## src/rtl/hack_seq_if.sv

```systemverilog
// Hack sequencer bus: instruction port, data port and ALU operand/result lines.
// master = sequencer side, slave = memories plus the combinational ALU.
interface hack_seq_if;
    logic        imem_req;
    logic [14:0] imem_addr;
    logic        imem_ack;
    logic [15:0] imem_data;

    logic        dmem_rd_req;
    logic        dmem_wr_req;
    logic [14:0] dmem_addr;
    logic [15:0] dmem_wdata;
    logic        dmem_ack;
    logic [15:0] dmem_rdata;

    logic [15:0] alu_x;
    logic [15:0] alu_y;
    logic        zx;
    logic        nx;
    logic        zy;
    logic        ny;
    logic        f;
    logic        no;
    logic [15:0] alu_out;
    logic        alu_zr;
    logic        alu_ng;

    modport master (
        output imem_req, imem_addr,
        input  imem_ack, imem_data,
        output dmem_rd_req, dmem_wr_req, dmem_addr, dmem_wdata,
        input  dmem_ack, dmem_rdata,
        output alu_x, alu_y, zx, nx, zy, ny, f, no,
        input  alu_out, alu_zr, alu_ng
    );

    modport slave (
        input  imem_req, imem_addr,
        output imem_ack, imem_data,
        input  dmem_rd_req, dmem_wr_req, dmem_addr, dmem_wdata,
        output dmem_ack, dmem_rdata,
        input  alu_x, alu_y, zx, nx, zy, ny, f, no,
        output alu_out, alu_zr, alu_ng
    );
endinterface

```

## src/rtl/hack_seq.sv

```systemverilog
// Multi-cycle Hack CPU sequencer: FETCH, DECODE, optional MREAD, EXEC, optional MWRITE.
// Latency 2 cycles per A-instruction, 3+ per C-instruction; every request holds until acked.
module hack_seq #(
    parameter logic [14:0] RESET_PC = 15'd0
) (
    input  logic       clock,
    input  logic       reset_n,
    hack_seq_if.master bus
);

    typedef enum logic [2:0] {
        FETCH  = 3'd0,
        DECODE = 3'd1,
        MREAD  = 3'd2,
        EXEC   = 3'd3,
        MWRITE = 3'd4
    } state_t;

    state_t      state;
    logic [15:0] a_reg;
    logic [15:0] d_reg;
    logic [15:0] ir;
    logic [15:0] m_lat;
    logic [14:0] pc;
    logic [14:0] daddr_q;
    logic [15:0] wdata_q;
    logic        jump;

    assign jump = (ir[2] & bus.alu_ng)
                | (ir[1] & bus.alu_zr)
                | (ir[0] & ~bus.alu_zr & ~bus.alu_ng);

    // FETCH is also the reset state, so the fetch request is masked while reset is held.
    assign bus.imem_req    = reset_n & (state == FETCH);
    assign bus.imem_addr   = pc;
    assign bus.dmem_rd_req = (state == MREAD);
    assign bus.dmem_wr_req = (state == MWRITE);
    assign bus.dmem_addr   = daddr_q;
    assign bus.dmem_wdata  = wdata_q;

    assign bus.alu_x = d_reg;
    assign bus.alu_y = ir[12] ? m_lat : a_reg;
    assign {bus.zx, bus.nx, bus.zy, bus.ny, bus.f, bus.no} = ir[11:6];

    always_ff @(posedge clock or negedge reset_n) begin
        if (!reset_n) begin
            state   <= FETCH;
            a_reg   <= 16'd0;
            d_reg   <= 16'd0;
            ir      <= 16'd0;
            m_lat   <= 16'd0;
            pc      <= RESET_PC;
            daddr_q <= 15'd0;
            wdata_q <= 16'd0;
        end else begin
            case (state)
                FETCH: begin
                    if (bus.imem_ack) begin
                        ir    <= bus.imem_data;
                        state <= DECODE;
                    end
                end
                DECODE: begin
                    if (!ir[15]) begin
                        a_reg <= {1'b0, ir[14:0]};
                        pc    <= pc + 15'd1;
                        state <= FETCH;
                    end else if (ir[12]) begin
                        daddr_q <= a_reg[14:0];
                        state   <= MREAD;
                    end else begin
                        state <= EXEC;
                    end
                end
                MREAD: begin
                    if (bus.dmem_ack) begin
                        m_lat <= bus.dmem_rdata;
                        state <= EXEC;
                    end
                end
                EXEC: begin
                    // Jump target and write address use A as it was before this cycle's update.
                    if (ir[5]) begin
                        a_reg <= bus.alu_out;
                    end
                    if (ir[4]) begin
                        d_reg <= bus.alu_out;
                    end
                    pc <= jump ? a_reg[14:0] : pc + 15'd1;
                    if (ir[3]) begin
                        daddr_q <= a_reg[14:0];
                        wdata_q <= bus.alu_out;
                        state   <= MWRITE;
                    end else begin
                        state <= FETCH;
                    end
                end
                MWRITE: begin
                    if (bus.dmem_ack) begin
                        state <= FETCH;
                    end
                end
                default: begin
                    state <= FETCH;
                end
            endcase
        end
    end

endmodule

```

## src/flat_wrapper.sv

```systemverilog
// flat-port wrapper written by rule: the top's interface ports become plain ports
module hack_seq_flat 
#(
    parameter logic [14:0] RESET_PC = 15'd0
)
  (clock, reset_n, bus_imem_req, bus_imem_addr, bus_imem_ack, bus_imem_data, bus_dmem_rd_req, bus_dmem_wr_req, bus_dmem_addr, bus_dmem_wdata, bus_dmem_ack, bus_dmem_rdata, bus_alu_x, bus_alu_y, bus_zx, bus_nx, bus_zy, bus_ny, bus_f, bus_no, bus_alu_out, bus_alu_zr, bus_alu_ng);
  hack_seq_if bus_i ();
  input  logic clock;
  input  logic reset_n;
  output wire logic [$bits(bus_i.imem_req)-1:0] bus_imem_req;
  output wire logic [$bits(bus_i.imem_addr)-1:0] bus_imem_addr;
  input wire logic [$bits(bus_i.imem_ack)-1:0] bus_imem_ack;
  input wire logic [$bits(bus_i.imem_data)-1:0] bus_imem_data;
  output wire logic [$bits(bus_i.dmem_rd_req)-1:0] bus_dmem_rd_req;
  output wire logic [$bits(bus_i.dmem_wr_req)-1:0] bus_dmem_wr_req;
  output wire logic [$bits(bus_i.dmem_addr)-1:0] bus_dmem_addr;
  output wire logic [$bits(bus_i.dmem_wdata)-1:0] bus_dmem_wdata;
  input wire logic [$bits(bus_i.dmem_ack)-1:0] bus_dmem_ack;
  input wire logic [$bits(bus_i.dmem_rdata)-1:0] bus_dmem_rdata;
  output wire logic [$bits(bus_i.alu_x)-1:0] bus_alu_x;
  output wire logic [$bits(bus_i.alu_y)-1:0] bus_alu_y;
  output wire logic [$bits(bus_i.zx)-1:0] bus_zx;
  output wire logic [$bits(bus_i.nx)-1:0] bus_nx;
  output wire logic [$bits(bus_i.zy)-1:0] bus_zy;
  output wire logic [$bits(bus_i.ny)-1:0] bus_ny;
  output wire logic [$bits(bus_i.f)-1:0] bus_f;
  output wire logic [$bits(bus_i.no)-1:0] bus_no;
  input wire logic [$bits(bus_i.alu_out)-1:0] bus_alu_out;
  input wire logic [$bits(bus_i.alu_zr)-1:0] bus_alu_zr;
  input wire logic [$bits(bus_i.alu_ng)-1:0] bus_alu_ng;
  assign bus_imem_req = bus_i.imem_req;
  assign bus_imem_addr = bus_i.imem_addr;
  assign bus_i.imem_ack = bus_imem_ack;
  assign bus_i.imem_data = bus_imem_data;
  assign bus_dmem_rd_req = bus_i.dmem_rd_req;
  assign bus_dmem_wr_req = bus_i.dmem_wr_req;
  assign bus_dmem_addr = bus_i.dmem_addr;
  assign bus_dmem_wdata = bus_i.dmem_wdata;
  assign bus_i.dmem_ack = bus_dmem_ack;
  assign bus_i.dmem_rdata = bus_dmem_rdata;
  assign bus_alu_x = bus_i.alu_x;
  assign bus_alu_y = bus_i.alu_y;
  assign bus_zx = bus_i.zx;
  assign bus_nx = bus_i.nx;
  assign bus_zy = bus_i.zy;
  assign bus_ny = bus_i.ny;
  assign bus_f = bus_i.f;
  assign bus_no = bus_i.no;
  assign bus_i.alu_out = bus_alu_out;
  assign bus_i.alu_zr = bus_alu_zr;
  assign bus_i.alu_ng = bus_alu_ng;
  hack_seq #(.RESET_PC(RESET_PC)) u_core (.clock(clock), .reset_n(reset_n), .bus(bus_i));
endmodule
```

## config.mk

```make
export PLATFORM = sky130hd
export DESIGN_NAME = hack_seq_flat
export DESIGN_NICKNAME = d
export VERILOG_FILES = /design/src/rtl/hack_seq_if.sv /design/src/rtl/hack_seq.sv /design/src/flat_wrapper.sv
export SDC_FILE = /design/constraint.sdc
export NUM_CORES = 1
export LEC_CHECK = 0
export ABC_CLOCK_PERIOD_IN_PS = 3450
export BUFFER_PORTS_ARGS = -buffer_cell sky130_fd_sc_hd__buf_2
export CAP_MARGIN = 0
export CORE_MARGIN = 2
export CORE_UTILIZATION = 56
export DETAILED_ROUTE_END_ITERATION = 6
export PLACE_DENSITY = 0.94
export SLEW_MARGIN = 20
export SYNTH_ARGS = -nofsm -noshare
export SYNTH_HDL_FRONTEND = slang
export SYNTH_SLANG_ARGS = --single-unit
```

## constraint.sdc

```tcl
create_clock -name clock -period 3.45 [get_ports clock]
set_input_delay 0.1725 -clock clock [delete_from_list [all_inputs] [get_ports clock]]
set_output_delay 0.1725 -clock clock [all_outputs]
set_load 0.02 [all_outputs]
```

==> results of run 1 <==
-- cell usage after synthesis, drive strengths merged --
master    n
and2      3
a21oi    15
nor4      5
nor2b     1
and2b     1
o21ai    32
nor3b     1
and3b     1
ha        1
and4      1
a31oi     2
nand4     8
a22o      1
nand2    38
nor2     12
nand2b    2
nand3b    1
dfrtp   113
xor2      2
clkbuf    3
and3      1
xnor2     4
o221a     1
nor3      6
o311ai    1
buf      16
o22a      1
nand3     9
mux2i    14
o21a      2
a22oi     1
inv       8
mux2     94
-- logic make-up (layout without fill, tap and decap cells) --
group | after synthesis | after routing | share of synthesized area (%)
xor gates and xnor gates | 6 | 6 | 1.050
adders and majority gates | 1 | 1 | 0.2499
and+or+nand+nor | 90 | 90 | 9.098
buffers and inverters | 27 | 233 | 2.949
AOI/OAI and AO/OA | 56 | 56 | 6.223
DFF | 113 | 113 | 56.49
muxes | 108 | 108 | 23.94
-- metrics by stage --
step	total power [W]	cell area [um^2]	cells
floorplan	0.004402	5006	401
global placement	0.005232	5757	634
detailed placement	0.005383	5757	634
CTS	0.007119	6822	715
global route	0.007530	6822	715
finish	0.007132	6822	715
-- how the worst min path moves through the flow --
stage                            endpoint  cells past startpoint  slack (ps)          from
after floorplan           u_core.a_reg[0]                      0        -120       reset_n
after global placement    u_core.m_lat[2]                      1         230       reset_n
after detailed placement  u_core.m_lat[1]                      1         240       reset_n
after CTS                 u_core.state[0]                      5         130  bus_imem_ack
after global routing      u_core.state[0]                      5         190  bus_imem_ack
final                     u_core.state[0]                      5         170  bus_imem_ack
-- what timing repair did --
item                                   in CTS  in global routing
gates resized for setup                     0                  0
endpoints found under the hold margin     117                  0
setup buffers                               0                  0
hold buffers                               50                  0
-- cell type report --
class | count | area (um^2)
clock buffers | 19 | 421.7
repair buffers | 194 | 1234
fillers | 551 | 1857
flip-flops and latches | 113 | 2828
well taps | 108 | 135.1
clock inverters | 12 | 142.6
multi-input cells | 261 | 2031
inverters | 8 | 30.03
-- power groups by stage --
| stage | registers [W] | clock network (W) | logic [W] |
|---|---|---|---|
| after floorplan | 0.00288 | 0 | 0.00152 |
| after global placement | 0.00251 | 0 | 0.00272 |
| after detailed placement | 0.00257 | 0 | 0.00281 |
| after CTS | 0.00255 | 0.00169 | 0.00288 |
| after global routing | 0.00266 | 0.00176 | 0.00312 |
| final | 0.00257 | 0.00167 | 0.00289 |
-- placed cells by master (no fill, tap or decap), drive strengths merged, types with 6 or more instances in the layout --
cell	n
a21oi	15
buf	144
clkbuf	19
clkinv	6
dfrtp	113
dlygate4sd3	50
inv	8
mux2	94
mux2i	14
nand2	38
nand3	9
nand4	8
nor2	12
nor3	6
o21ai	32
-- tightest hold or removal path, cell delays in order --
cell     delay (ps)
buf_2           110
nand2_1          50
a21oi_1         120
a31oi_1          60
nor2_1          110
-- per-layer routing --
layer,up-vias,global-route usage (%)
met4,0,9.168
li1,1827,-
met3,33,8.014
met5,-,0
met2,193,48.04
met1,1980,35.92
==> results by group, run 1 <==
Run status
  • Status: complete, no violations

Cells and area
  • ANT cells: 0
  • Area grow syn2layout: 36.27%
  • Layout cells sized above 1: 40.20%
  • Util after Layout: 78.60%
  • Final #Nets: 650

Setup path
  • FF-to-FF Start: u_core.state[2]
  • Reg2reg setup slack: 1270 ps
  • CP Max Fanout: 15
  • WP data arrival: 2570 ps
  • Startpoint types: flip-flop
  • WP data required: 3840 ps
  • Critical path buffers and inverters: 0
  • Kind of critical path: flip-flop to flip-flop
  • Max incr delay on CP: 750 ps
  • Critical path destination: u_core.bus.imem_addr[2]
  • Critical-path top delay cell: nor2_1
  • FF-to-FF path depth: 5
  • Crit path max-delay family: simple AND/OR/NAND/NOR gates
  • Cell depth of the worst setup path: 5
  • FF-to-FF End: u_core.bus.imem_addr[2]
  • Crit end category: flip-flop
  • Critical Path, Cell by Cell: nand2b_1 -> nor2_1 -> nand2_1 -> xnor2_1 -> mux2_1
  • Origin of the worst setup path: u_core.state[2]

Logic synthesis
  • Post-synth top area cell: dfrtp_1
  • Mean post-synth cell area: 12.48 um^2
  • Post-synthesis cell area: 5006 um^2
  • Post-synth top area share: 56.49%
  • Sequential cell area fraction in the yosys report: 56.49%
  • YS warnings: 0
  • Synth area leaders: dfrtp_1 (56%), mux2_2 (14%), mux2_1 (6.7%)
  • Flops & latches, synth: 113
  • Syn nets: 456
  • Synth cell types: 42
  • Post-synthesis cell count: 401

Routing
  • DRC Markers: 0
  • Drt first pass iters: 5
  • DR WL met2: 6569 um
  • Routed wl met3: 858 um
  • Highest metal used: met4
  • Total number of vias: 4033
  • Post-route ant nets: 0
  • Routed WL: 13250 um
  • Drt first-iter violations: 243
  • DR vias/cell: 5.641
  • Met1 wire length: 5527 um
  • Routed len/inst: 18.53 um

Power
  • Max VDD drop: 0.6483 mV
  • Internal power: 0.004288 W
  • Combinational Power Share: 40.5%
  • Clock power share: 23.4%
  • Sw Ratio: 39.88%
  • P_leak: 3.155 nW
  • PwrDens: 1046 nW/um^2
  • Sequential Power Share: 36.0%
  • P_sw: 0.002844 W

Clock network
  • Inserted Clock Buffers: 17
  • Clk_lat worst skew: 510 ps
  • TritonCTS clock tree: built
  • Clk Tree Root Cell: clkbuf_8
  • Clock net sink count: 113
  • CTS clk-pin slew, worst paths: 60 ps
  • CTS Buffer Depth: 2
  • CTS H-tree depth: 4

STA
  • Final Critical Period: 2185 ps
  • RSZ-0062 raised after global routing: false
  • Setup Skew: 8.726 ps
  • Hold WS: 170.4 ps
  • Setup TNS: 0 ps
  • Final period util: 63.33%
  • Post-route setup slack: 1265 ps
  • Slew Limit Fails: 0
  • Hold Vio Cnt, Final: 0
  • Worst Tran Pin Value: 931.7 ps
  • Peak Freq: 457.7 MHz
  • Max-slew headroom: 37.65%
  • Setup violators final: 0

Place
  • Dpl ws: 1346 ps
  • I/O Buffers: 140
  • Placed wire-length estimate: 8552 um
  • Gpl congestion: 0.9245

Floorplanning
  • Die area: 9712 um^2
  • Die width: 98.55 um
  • Die extent in y: 98.55 um
  • Core ar.: 8678 um^2
  • Num rows: 34
  • Io pins: 141
  • Initial core utilization: 57.68%

Global route
  • Largest net degree at the start of global routing: 65
  • Antenna violations before repair: 0
  • GR Overflow Total: 0
  • Vias in the first global route: 4302
  • First-pass GRT wire length: 21700 um
  • Global Route Usage Sum: 28.49%

Worst hold path
  • Worst min-delay path class: primary input to flip-flop

Job
  • Maxcap violations: 0
(Power assumes the default switching activity.)
==> inputs of run 2 (changes only) <==
--- a/config.mk
+++ b/config.mk
@@ -5,13 +5,14 @@
 export SDC_FILE = /design/constraint.sdc
 export NUM_CORES = 1
 export LEC_CHECK = 0
-export ABC_CLOCK_PERIOD_IN_PS = 3450
+export ABC_AREA = 1
+export ABC_CLOCK_PERIOD_IN_PS = 2000
 export BUFFER_PORTS_ARGS = -buffer_cell sky130_fd_sc_hd__buf_2
 export CAP_MARGIN = 0
 export CORE_MARGIN = 2
-export CORE_UTILIZATION = 56
+export CORE_UTILIZATION = 48
 export DETAILED_ROUTE_END_ITERATION = 6
-export PLACE_DENSITY = 0.94
+export PLACE_DENSITY = 0.86
 export SLEW_MARGIN = 20
 export SYNTH_ARGS = -nofsm -noshare
 export SYNTH_HDL_FRONTEND = slang
==> constraint.sdc (replaced) <==
create_clock -name clock -period 2 [get_ports clock]
set_input_delay 0.1 -clock clock [delete_from_list [all_inputs] [get_ports clock]]
set_output_delay 0.1 -clock clock [all_outputs]
set_load 0.02 [all_outputs]
==> run 2 against run 1 <==
  * Register-to-register slack lost 1100 ps
  * Clock skew grew 3.2 ps
  * Die area grew 23%
  * Synthesized cell count grew 60%
  * Via count grew 28%
  * Combinational power grew 97%
  * Clock power grew 66%
  * Critical path depth shrank 1
  * Highest routed layer unchanged
==> results by group, run 2 <==
STA
  • Peak Freq: 538.5 MHz
  • RSZ-0062 raised after global routing: false (unchanged)
  • Max-slew headroom: 59.04% (was 37.65%)
  • Hold WS: 13.07 ps (was 170.4 ps)
  • Post-route setup slack: 142.9 ps (was 1265 ps)
  • Final period util: 92.86%
  • Slew Limit Fails: 0 (unchanged)
  • Setup violators final: 0 (unchanged)
  • Setup TNS: 0 ps (unchanged)
  • Worst Tran Pin Value: 614.3 ps (was 931.7 ps)
  • Final Critical Period: 1857 ps
  • Hold Vio Cnt, Final: 0 (unchanged)
  • Setup Skew: 11.89 ps (was 8.726 ps)

Logic synthesis
  • Post-synth EDFFs: 0 (unchanged)
  • Sequential cell area fraction in the yosys report: 53.10% (was 56.49%)
  • Syn nets: 696 (was 456)
  • Synth cell types: 35 (was 42)
  • Post-Synth XOR/XNOR Area: 0.3289% (was 1.050%)
  • Top cells by count, synth: nand2_1 (225), dfrtp_1 (113), nand3_1 (70) (was dfrtp_1 (113), mux2_2 (64), nand2_1 (36))
  • YS warnings: 0 (unchanged)
  • Mux share of post-synthesis cell area: 3.031% (was 23.94%)
  • Synth Area in Simple Gates: 26.83% (was 9.098%)
  • Synth area leaders: dfrtp_1 (53%), nand2_1 (16%), nand3_1 (6.6%) (was dfrtp_1 (56%), mux2_2 (14%), mux2_1 (6.7%))
  • Post-synthesis cell area: 5325 um^2 (was 5006 um^2)
  • Count leader, synth: nand2_1 (was dfrtp_1)
  • Ys flop type: dfrtp_1 (unchanged)
  • Post-synthesis cell count: 641 (was 401)
  • Flops & latches, synth: 113 (unchanged)
  • Mean post-synth cell area: 8.307 um^2 (was 12.48 um^2)
  • Post-synth top area cell: dfrtp_1 (unchanged)
  • Dominant combinational cell family by area after synthesis: simple AND/OR/NAND/NOR gates (was multiplexers)
  • Post-synthesis adder-cell area fraction: 0.2350% (was 0.2499%)
  • Async S/R FF share, synth: 100.0% (unchanged)
  • Compound-Gate Fraction of Synth Area: 9.398% (was 6.223%)
  • Post-synth top area share: 53.10% (was 56.49%)

Global route
  • First-pass GRT wire length: 24890 um (was 21700 um)
  • Vias in the first global route: 5022 (was 4302)
  • Antenna violations before repair: 0 (unchanged)
  • Global Route Usage Sum: 27.24% (was 28.49%)
  • GR Overflow Total: 0 (unchanged)
  • Largest net degree at the start of global routing: 114 (was 65)

Cells and area
  • Area grow syn2layout: 34.94% (was 36.27%)
  • Final Non-Filler Cells: 984 (was 715)
  • Commonest cells after routing, fill and taps aside: nand2_1 (225), buf_2 (139), dfrtp_1 (113), nand3_1 (70), o21ai_0 (67) (was buf_2 (139), dfrtp_1 (113), mux2_2 (64), dlygate4sd3_1 (50), nand2_1 (36))
  • ANT cells: 0 (unchanged)
  • Commonest non-fill, non-tap cell in the layout: nand2_1 (was buf_2)
  • Fin area: 7186 um^2 (was 6822 um^2)
  • Final #Nets: 886 (was 650)
  • Layout cells sized above 1: 25.59% (was 40.20%)

Floorplanning
  • Core ar.: 10840 um^2 (was 8678 um^2)
  • Die width: 109.3 um (was 98.55 um)
  • Die area: 11950 um^2 (was 9712 um^2)
  • Initial core utilization: 49.12% (was 57.68%)
  • Die extent in y: 109.3 um (was 98.55 um)
  • Num rows: 38 (was 34)
  • Io pins: 141 (unchanged)

Setup path
  • WP data required: 1900 ps (was 3840 ps)
  • Startpoint types: flip-flop (unchanged)
  • WP data arrival: 1760 ps (was 2570 ps)
  • CP Max Fanout: 5 (was 15)
  • Crit end category: output port (was flip-flop)
  • Kind of critical path: flip-flop to output port (was flip-flop to flip-flop)

Power
  • PwrDens: 1775 nW/um^2 (was 1046 nW/um^2)
  • Max VDD drop: 0.8155 mV (was 0.6483 mV)
  • P_leak: 3.804 nW (was 3.155 nW)

Run status
  • Status: complete, no violations (unchanged)

Place
  • Post-DP Area: 6125 um^2 (was 5757 um^2)
  • Placed wire-length estimate: 9887 um (was 8552 um)
  • Dpl ws: 293.6 ps (was 1346 ps)
  • Gpl congestion: 0.8919 (was 0.9245)
  • I/O Buffers: 140 (unchanged)
  • DP Cell Count: 901 (was 634)

Routing
  • DR vias/cell: 5.254 (was 5.641)
  • DRC Markers: 0 (unchanged)
  • Total number of vias: 5170 (was 4033)
  • Drt first pass iters: 5 (unchanged)
  • Drt first-iter violations: 356 (was 243)
  • Routed len/inst: 15.70 um (was 18.53 um)
  • Post-route ant nets: 0 (unchanged)
  • Routed WL: 15450 um (was 13250 um)

Clock network
  • CTS clk-pin slew, worst paths: 60 ps (about the same)
  • CTS Buffer Depth: 2 (unchanged)
  • Inserted Clock Buffers: 17 (unchanged)
  • Clock net sink count: 113 (unchanged)
  • Post-cts sizing count: 0 (unchanged)
  • Clk Tree Root Cell: clkbuf_8 (unchanged)
  • CTS H-tree depth: 4 (unchanged)
  • Clk_lat worst skew: 520 ps (was 510 ps)
  • TritonCTS clock tree: built (unchanged)

Worst hold path
  • Worst min-delay path class: primary input to flip-flop (unchanged)

Job
  • Maxcap violations: 0 (unchanged)
## run 2: cell type report
| class | instances | area [um^2] |
|---|---|---|
| inverter | 56 | 217.7 |
| clock inverter | 14 | 132.6 |
| sequential | 113 | 2828 |
| timing repair buffer | 200 | 1294 |
| multi-input combinational | 443 | 2121 |
| clock buffer | 18 | 417.9 |
| tap | 140 | 175.2 |
| fill | 837 | 3655 |
## run 2: where the power goes
part           switching (W)  internal, W  leakage, nW  total (W)
sequential          0.000905      0.00339         1.39    0.00430
combinational        0.00377      0.00191         2.16    0.00568
clock                0.00112      0.00166        0.262    0.00278
total                0.00580      0.00696         3.80     0.0128
## run 2: metrics by stage
step           util (%)  power [W]
6_report          66.29    0.01275
5_1_grt           66.29    0.01361
4_1_cts           66.29    0.01268
3_5_place_dp      56.50   0.009744
3_3_place_gp      56.50   0.009554
2_1_floorplan         -   0.008007
## run 2: cells by family after synthesis
family	count (synthesis)
flip-flops	113
multiplexers	13
buffers and inverters	85
adder cells (fa/ha/maj)	1
XOR/XNOR	2
AO/OA/AOI/OAI	90
AND/OR/NAND/NOR	337
## run 2: path summary, 6_finish.rpt
path	depth (start not counted)	slack (ps)	start	to
min reg2reg	2	470	u_core.bus.dmem_addr[4]	u_core.bus.dmem_addr[4]
min in group asynchronous	3	230	reset_n	u_core.bus.imem_addr[11]
max in group asynchronous	3	1290	reset_n	u_core.bus.imem_addr[8]
max reg2reg	8	190	u_core.state[1]	u_core.bus.imem_addr[7]
max	4	140	u_core.state[1]	bus_imem_req
min	3	10	bus_dmem_ack	u_core.m_lat[15]
## run 2: per-layer routing
| metal | share of wire, % | GRT usage (%) | vias to the layer above |
|---|---|---|---|
| met5 | 0 | 0 | - |
| met4 | 3.4 | 11.75 | 0 |
| met3 | 6.8 | 5.691 | 49 |
| met2 | 50 | 45.63 | 235 |
| met1 | 40 | 34.25 | 2439 |
| li1 | - | - | 2447 |
## run 2: what timing repair did
item,4_1_cts,5_1_grt
hold endpoints to repair,179,0
buffers inserted,0,0
hold buffers,51,0
setup endpoints to repair,0,0
## run 2: worst max-delay path, cell delays in order (launching register included)
cell,delay [ps]
dfrtp_1,390
inv_1,150
nand2_1,170
nor3b_1,300
buf_2,230
==> inputs of run 3 (changes only) <==
--- a/config.mk
+++ b/config.mk
@@ -5,14 +5,12 @@
 export SDC_FILE = /design/constraint.sdc
 export NUM_CORES = 1
 export LEC_CHECK = 0
-export ABC_AREA = 1
 export ABC_CLOCK_PERIOD_IN_PS = 2000
 export BUFFER_PORTS_ARGS = -buffer_cell sky130_fd_sc_hd__buf_2
-export CAP_MARGIN = 0
 export CORE_MARGIN = 2
-export CORE_UTILIZATION = 48
+export CORE_UTILIZATION = 47
 export DETAILED_ROUTE_END_ITERATION = 6
-export PLACE_DENSITY = 0.86
+export PLACE_DENSITY = 0.85
 export SLEW_MARGIN = 20
 export SYNTH_ARGS = -nofsm -noshare
 export SYNTH_HDL_FRONTEND = slang
==> run 3 against run 2 <==
  * Hold slack better by 240 ps
  * Critical path type unchanged
  * Non-clock buffer count up 5
  * Count of clock-buffer cells in the layout grew 5
  * Maximum frequency rose by 3.9%
  * Worst setup slack better by 69 ps
  * Sequential power grew 3%
  * Clock power increased by 15%
  * Global-route usage decreased by 2.9 points
  * Wire length fell by 14%
  * Power is 0.23% lower
  * Sequential cell count is the same
  * First-iteration DRC count fell by 35%
==> results by group, run 3 (synthesis gave the netlist of run 1 again) <==
Floorplanning
  • Die area: 11490 um^2 (was 11950 um^2)
  • Initial core utilization: 48.49% (was 49.12%)
  • Core ar.: 10320 um^2 (was 10840 um^2)
  • Io pins: 141 (unchanged)
  • Num rows: 37 (was 38)
  • Die width: 107.2 um (was 109.3 um)
  • Die extent in y: 107.2 um (was 109.3 um)

Cells and area
  • ANT cells: 0 (unchanged)
  • Commonest cells after routing, fill and taps aside: buf_2 (139), dfrtp_1 (113), mux2_2 (64), dlygate4sd3_1 (51), nand2_1 (36) (was nand2_1 (225), buf_2 (139), dfrtp_1 (113), nand3_1 (70), o21ai_0 (67))
  • Layout cells sized above 1: 41.42% (was 25.59%)
  • Final #Nets: 661 (was 886)
  • Area grow syn2layout: 40.54% (was 34.94%)
  • Commonest non-fill, non-tap cell in the layout: buf_2 (was nand2_1)

Clock network
  • Cts hold-fix bufs: 51 (unchanged)
  • Inserted Clock Buffers: 17 (unchanged)
  • Clk Tree Root Cell: clkbuf_8 (unchanged)
  • Clk_lat worst skew: 510 ps (was 520 ps)
  • TritonCTS clock tree: built (unchanged)
  • CTS H-tree depth: 4 (unchanged)
  • Clock net sink count: 113 (unchanged)
  • Post-cts sizing count: 0 (unchanged)
  • CTS Buffer Depth: 2 (unchanged)
  • CTS clk-pin slew, worst paths: 50 ps (was 60 ps)
  • Setup bufs post-CTS: 0 (unchanged)

Setup path
  • CP Max Fanout: 21 (was 5)
  • WP data required: 1900 ps (about the same)
  • WP data arrival: 1690 ps (was 1760 ps)
  • Kind of critical path: flip-flop to output port (unchanged)
  • Startpoint types: flip-flop (unchanged)
  • Crit end category: output port (unchanged)

STA
  • Final Critical Period: 1788 ps (was 1857 ps)
  • Worst Tran Pin Value: 796.7 ps (was 614.3 ps)
  • Setup violators final: 0 (unchanged)
  • RSZ-0062 raised after global routing: false (unchanged)
  • Max-slew headroom: 46.89% (was 59.04%)
  • Setup TNS: 0 ps (unchanged)
  • Peak Freq: 559.2 MHz (was 538.5 MHz)
  • Setup Skew: 11.69 ps (was 11.89 ps)
  • Final period util: 89.41% (was 92.86%)
  • Slew Limit Fails: 0 (unchanged)
  • Hold Vio Cnt, Final: 0 (unchanged)

Worst hold path
  • Worst min-delay path class: primary input to flip-flop (unchanged)

Routing
  • DRC Markers: 0 (unchanged)
  • Post-route ant nets: 0 (unchanged)
  • Routed len/inst: 17.63 um (was 15.70 um)
  • Drt first-iter violations: 231 (was 356)
  • Routed WL: 13300 um (was 15450 um)
  • DR vias/cell: 5.325 (was 5.254)
  • Total number of vias: 4015 (was 5170)
  • Drt first pass iters: 4 (was 5)

Global route
  • Vias in the first global route: 4159 (was 5022)
  • First-pass GRT wire length: 21220 um (was 24890 um)
  • Largest net degree at the start of global routing: 64 (was 114)
  • Global Route Usage Sum: 24.37% (was 27.24%)
  • GR Overflow Total: 0 (unchanged)
  • Antenna violations before repair: 0 (unchanged)

Place
  • I/O Buffers: 140 (unchanged)
  • Gpl congestion: 0.8527 (was 0.8919)
  • Placed wire-length estimate: 8997 um (was 9887 um)

Power
  • Max VDD drop: 1.045 mV (was 0.8155 mV)
  • P_leak: 3.251 nW (was 3.804 nW)
  • PwrDens: 1809 nW/um^2 (was 1775 nW/um^2)
  • Final Power: 0.01272 W (was 0.01275 W)

Run status
  • Status: complete, no violations (unchanged)

Job
  • Maxcap violations: 0 (unchanged)
-- run 3: worst paths after layout --
path,startpoint,to,slack [ps],depth (start not counted)
max,u_core.ir[12],bus_alu_y[9],210,3
max reg2reg,u_core.state[2],u_core.bus.dmem_wdata[11],220,4
min,bus_alu_ng,u_core.bus.imem_addr[12],250,5
max in group asynchronous,reset_n,u_core.bus.imem_addr[2],1120,3
min in group asynchronous,reset_n,u_core.bus.dmem_addr[14],290,3
min reg2reg,u_core.m_lat[2],u_core.m_lat[2],490,1
-- run 3: worst max-delay path: stages (launching register included) --
cell     delay (ps)
dfrtp_1         340
buf_4           300
mux2_2          370
buf_2           160
-- run 3: layer usage --
metal | track usage (%) | routed length, um
met1 | 30.57 | 5527
met2 | 41.46 | 6860
met3 | 5.167 | 695
met4 | 8.998 | 211
met5 | 0 | 0
-- run 3: cell type report --
type / count / area, um^2
fill: 753 / 3288
sequential: 113 / 2828
multi-input combinational: 261 / 2031
timing repair buffer: 205 / 1331
clock buffer: 23 / 496.7
tap: 136 / 170.2
clock inverter: 8 / 148.9
inverter: 8 / 30.03
-- run 3: metrics by stage --
stage	utilization [%]	setup slack (ps)	hold WS, ps	cell area (um^2)	instances
after floorplan	-	201.8	-195.6	5006	401
after global placement	56.95	293.8	276.8	5879	672
after detailed placement	56.95	247.1	294.5	5879	672
after CTS	68.15	178.1	222.5	7036	754
after global routing	68.15	94.42	275.9	7036	754
final	68.15	211.9	250.7	7036	754
-- run 3: where the power goes --
group | leakage (nW) | total (W) | switching (W) | internal (W)
combinational | 1.59 | 0.00511 | 0.00293 | 0.00218
clock | 0.312 | 0.00321 | 0.000995 | 0.00221
sequential | 1.35 | 0.00441 | 0.000974 | 0.00343
total | 3.25 | 0.0127 | 0.00490 | 0.00783
